--- config.mk ---
export PLATFORM = sky130hd
export DESIGN_NAME = hazard_scoreboard
export DESIGN_NICKNAME = d
export VERILOG_FILES = /design/src/rtl/hazard_scoreboard.sv
export SDC_FILE = /design/constraint.sdc
export NUM_CORES = 1
export LEC_CHECK = 0
export ABC_AREA = 1
export CAP_MARGIN = 0
export CORE_MARGIN = 1.5
export CORE_UTILIZATION = 50
export DETAILED_ROUTE_END_ITERATION = 7
export GPL_TIMING_DRIVEN = 0
export PLACE_DENSITY = 0.81
export SLEW_MARGIN = 20
export SYNTH_ARGS = -nofsm -noshare
export SYNTH_HDL_FRONTEND = slang
export SYNTH_SLANG_ARGS = --single-unit
export TNS_END_PERCENT = 30
--- constraint.sdc ---
create_clock -name clk -period 2.9 [get_ports clk]
set_input_delay 0.435 -clock clk [delete_from_list [all_inputs] [get_ports clk]]
set_output_delay 0.435 -clock clk [all_outputs]
set_load 0.03 [all_outputs]
--- src/rtl/hazard_scoreboard.sv ---
// D-stage hazard unit: tracks in-flight destinations and their remaining Tnew, raises the
// decode stall, picks the youngest ready forwarding source for rs/rt, and tracks mult/div occupancy.
module hazard_scoreboard #(
    parameter int REG_AW   = 5,
    parameter int TW       = 2,
    parameter int NSTAGE   = 3,
    parameter int MULT_LAT = 5,
    parameter int DIV_LAT  = 10,
    localparam int SW      = $clog2(NSTAGE + 1)
) (
    input  logic              clk,
    input  logic              reset,
    input  logic [REG_AW-1:0] d_rs,
    input  logic [REG_AW-1:0] d_rt,
    input  logic              d_read_rs,
    input  logic              d_read_rt,
    input  logic [TW-1:0]     d_tuse_rs,
    input  logic [TW-1:0]     d_tuse_rt,
    input  logic [REG_AW-1:0] d_a3,
    input  logic [TW-1:0]     d_tnew,
    input  logic              d_md_start,
    input  logic              d_md_div,
    input  logic              d_md_use,
    output logic              stall,
    output logic [SW-1:0]     fwd_rs_sel,
    output logic [SW-1:0]     fwd_rt_sel,
    output logic              md_busy
);

    localparam int MAXLAT = (DIV_LAT > MULT_LAT) ? DIV_LAT : MULT_LAT;
    localparam int CW     = $clog2(MAXLAT + 1);

    logic [REG_AW-1:0] a3_q   [NSTAGE];
    logic [TW-1:0]     tnew_q [NSTAGE];
    logic              md_start_e_q, md_start_e_d;
    logic              md_div_e_q;
    logic [CW-1:0]     md_cnt_q, md_cnt_d;

    logic              rs_hit, rt_hit;
    logic [TW-1:0]     rs_tnew, rt_tnew;
    logic [SW-1:0]     rs_sel, rt_sel;
    logic              stall_rs, stall_rt, busy_int, stall_int;

    function automatic logic [TW-1:0] sat_dec(input logic [TW-1:0] t);
        return (t == '0) ? '0 : t - TW'(1);
    endfunction

    // Scan oldest to youngest so the youngest matching entry overwrites any older one.
    always_comb begin
        rs_hit  = 1'b0;
        rt_hit  = 1'b0;
        rs_tnew = '0;
        rt_tnew = '0;
        rs_sel  = '0;
        rt_sel  = '0;
        for (int k = NSTAGE - 1; k >= 0; k--) begin
            if (d_rs != '0 && a3_q[k] == d_rs) begin
                rs_hit  = 1'b1;
                rs_tnew = tnew_q[k];
                rs_sel  = (tnew_q[k] == '0) ? SW'(k + 1) : '0;
            end
            if (d_rt != '0 && a3_q[k] == d_rt) begin
                rt_hit  = 1'b1;
                rt_tnew = tnew_q[k];
                rt_sel  = (tnew_q[k] == '0) ? SW'(k + 1) : '0;
            end
        end
    end

    // A Tuse of all ones marks an operand that is not consumed in this pipeline.
    assign stall_rs  = d_read_rs && rs_hit && (d_tuse_rs != '1) && (rs_tnew > d_tuse_rs);
    assign stall_rt  = d_read_rt && rt_hit && (d_tuse_rt != '1) && (rt_tnew > d_tuse_rt);
    assign busy_int  = md_start_e_q || (md_cnt_q != '0);
    assign stall_int = stall_rs || stall_rt || (d_md_use && busy_int);

    always_comb begin
        md_start_e_d = d_md_start && !stall_int;
        md_cnt_d     = md_cnt_q;
        if (md_start_e_q) begin
            md_cnt_d = md_div_e_q ? CW'(DIV_LAT) : CW'(MULT_LAT);
        end else if (md_cnt_q != '0) begin
            md_cnt_d = md_cnt_q - CW'(1);
        end
    end

    always_ff @(posedge clk) begin
        if (reset) begin
            for (int k = 0; k < NSTAGE; k++) begin
                a3_q[k]   <= '0;
                tnew_q[k] <= '0;
            end
            md_start_e_q <= 1'b0;
            md_cnt_q     <= '0;
        end else begin
            a3_q[0]   <= stall_int ? '0 : d_a3;
            tnew_q[0] <= stall_int ? '0 : sat_dec(d_tnew);
            for (int k = 1; k < NSTAGE; k++) begin
                a3_q[k]   <= a3_q[k-1];
                tnew_q[k] <= sat_dec(tnew_q[k-1]);
            end
            md_start_e_q <= md_start_e_d;
            md_cnt_q     <= md_cnt_d;
            md_div_e_q   <= d_md_div;
        end
    end

    assign stall      = !reset && stall_int;
    assign fwd_rs_sel = reset ? '0 : rs_sel;
    assign fwd_rt_sel = reset ? '0 : rt_sel;
    assign md_busy    = !reset && busy_int;

endmodule
==> impl_metrics.toml <==
[clock_network]
cts_root_buffer = "clkbuf_4"
numCtsBuffers = 3
numClockSinks = 27
clkTransAtPathRegs_ns = 0.16
cts_hold_buf = 0
clk_path_buf_depth = 2
cts_tree = "done"
clk_latency_ns = 0.33
cts_max_level = 1

[timing]
fin_ws_ns = -0.207
worst_pin_slew_ns = 0.425
finalCriticalPeriod_ns = 3.11
hold_viol_final = 0
maxSlewViolCount = 0
slew_headroom_pct = 71.7
setup_viol = 1
max_freq_mhz = 322
rsz0062_at_grt = "yes"
clock_skew_ns = 0.00621
fin_crit_sh_pct = 107

[critical_path]
worstSetupPathType = "in -> out"
rr_worst_depth = 17
worstPathArrival_ns = 2.67
path_max_fanout = 4
reg2reg_slack_ns = 0.51
cp-end-kind = "output port"
worstPathRequired_ns = 2.47
reg2reg_from = "a3_q[0][0]$_SDFF_PP0_"
cp-start-kind = "primary input"
reg2reg_to = "a3_q[0][1]$_SDFF_PP0_"

[logic_synthesis]
syn-num-nets = 284
synth_area_leaders = "dfxtp_1 30%, nand2_1 12%, inv_1 10%, nor2_1 7.5%, ha_1 6.6%"
yosysWarnings = 0
synth_common_cells = "56 x nand2_1, 46 x inv_1, 34 x nor2_1"
synth_top_area_cell = "dfxtp_1"
ys_types = 28
async_flop_share_pct = 0
ys_seq_area_share_pct = 32.2
yosysTopAreaCellShare_pct = 30.5
ys_seq_elements = 27
postSynthCellCount = 247
synth_edf_count = 1
avgSynthCellArea_um2 = 6.92
syn-cell-area_um2 = 1710
synth_most_common_cell = "nand2_1"
synth-main-ff-cell = "dfxtp_1"

[drt]
drtAntennaViolNets = 0
drt-wirelength-per-cell_um = 11.1
drtIter0Drc = 87
vias = 1665
wl_um = 3810
routed_via_density = 4.87
drc = 0
first_pass_iters = 4

[finish]
diodes = 0
drive_gt1_share_pct = 21.3
area.growth.synth_to_final_pct = 34.7
final_cells = 342
n_fill_cell = 289
post-route-util_pct = 69.5
nNetsFinal = 334

[placed_design]
gp_congestion = 0.899
hpwlAfterDp_um = 2760
dp_cells = 325
portBuffers = 32

[floorplan]
rows = 21
start_util_pct = 51.6
die_w_um = 61.5
die-area_um2 = 3780
ios = 34
core_region_area_um2 = 3310
dieHeight_um = 61.5

[min_path]
min_path_cells = 1
worstHoldPathType = "reg -> reg"
holdPathEnd = "tnew_q[0][4]$_SDFF_PP0_"
hold_start = "tnew_q[0][2]$_SDFF_PP0_"

[pwr]
ir_worst_vdd_v = 0.000325
p_per_area_nw_per_um2 = 486
p_leak_nw = 1.11

[job]
cap_violations = 0

[global_routing]
track_usage_pct = 20.7
grt_pass1_wl_um = 5840
antenna_found_initial = 0
grt-ovfl-total = 0
grt_start_max_net_pins = 18
grt_pass1_vias = 1427

[outcome]
violations = "negative setup slack"
status = "finished with violations"
-- worst max-delay path: stages --
cell	delay [ns]
clkdlybuf4s15_2	0.24
inv_2	0.11
nand3_1	0.11
nor2_4	0.19
nor2_4	0.07
buf_4	0.13
buf_4	0.13
nand3_1	0.07
a31oi_1	0.08
ha_1	0.32
nand2_1	0.08
nand2_1	0.06
a211oi_2	0.27
a21oi_4	0.09
nand2_1	0.06
nand2_1	0.05
inv_2	0.06
buf_6	0.12
-- layer usage --
metal | vias up | global-route usage (%) | share of wire, %
li1 | 866 | - | -
met1 | 739 | 25.3 | 44
met2 | 52 | 36.8 | 49
met3 | 8 | 3.36 | 4.4
met4 | 0 | 6.99 | 2.0
met5 | - | 0 | 0
-- state kept, by name, indices dropped and copies added (netlist names) --
register      flops
a3_q             15
tnew_q            6
md_cnt_q          4
md_div_e_q        1
md_start_e_q      1
-- how the worst max path moves through the flow --
| stage | start | endpoint | slack, ns |
|---|---|---|---|
| 4_1_cts | a3_q[0][7]$_SDFF_PP0_ | stall | -0.05 |
| 3_3_place_gp | d_rs[2] | stall | -1.20 |
| 6_report | d_rs[0] | stall | -0.21 |
| 5_1_grt | a3_q[0][0]$_SDFF_PP0_ | stall | -0.40 |
| 2_1_floorplan | d_rs[2] | stall | 0.10 |
| 3_5_place_dp | d_rs[2] | stall | -1.19 |
-- through the flow --
stage          hold WS [ns]  setup WS (ns)  instance area [µm²]  total power (W)  setup TNS (ns)
6_report              0.438         -0.207                 2300          0.00112          -0.207
5_1_grt               0.466         -0.403                 2300          0.00121          -0.403
4_1_cts               0.441        -0.0456                 2230          0.00111         -0.0456
3_5_place_dp          0.421          -1.19                 2090         0.000895           -3.59
3_3_place_gp          0.409          -1.20                 2090         0.000882           -3.48
2_1_floorplan         0.401          0.102                 1710         0.000768               0
-- cells by family after synthesis --
family,share of synthesized area (%)
AOI/OAI and AO/OA,9.66
xor gates and xnor gates,10.2
adders and majority gates,6.59
buffers and inverters,10.8
DFF,32.2
and+or+nand+nor,30.5
-- layout by cell type, fill, tap and decap left out, drive strengths merged --
cell type	synthesis	routed
nor2	35	35
dfxtp	26	26
clkdlybuf4s50	0	19
nand2	59	59
xor2	9	9
a22oi	1	1
ha	9	9
clkinv	1	1
o21ai	7	7
nand4	7	7
edfxtp	1	1
or2	1	1
xnor2	11	11
dlygate4sd2	0	1
clkbuf	2	5
nand3	6	6
nor3	6	6
a21oi	12	12
clkdlybuf4s15	0	7
dlymetal6s2s	0	2
o211ai	3	3
a211oi	3	3
a31oi	1	1
inv	46	47
buf	0	16
nand3b	1	1
-- report_power, final --
part	total [W]	switching (W)	internal (W)
Clock	0.000177	0.000120	0.0000564
Combinational	0.000464	0.000255	0.000209
Sequential	0.000479	0.0000460	0.000432
Total	0.00112	0.000421	0.000698
-- area by class of cell --
| class | instances | area, µm² | area share, % |
|---|---|---|---|
| plain buffers | 2 | 7.51 | 0.326 |
| clock buffers | 3 | 22.5 | 0.978 |
| clock inverters | 1 | 8.76 | 0.380 |
| inverters | 47 | 176 | 7.66 |
| multi-input cells | 171 | 1040 | 45.4 |
| flip-flops and latches | 27 | 562 | 24.4 |
| well taps | 46 | 57.6 | 2.50 |
| repair buffers | 45 | 423 | 18.4 |
-- timing repair --
item	CTS	global route
pin swaps	21	16
gates resized for setup	63	12
setup endpoints to repair	5	3
setup buffers	8	5
Note: power is estimated with default switching activity, not from simulation.
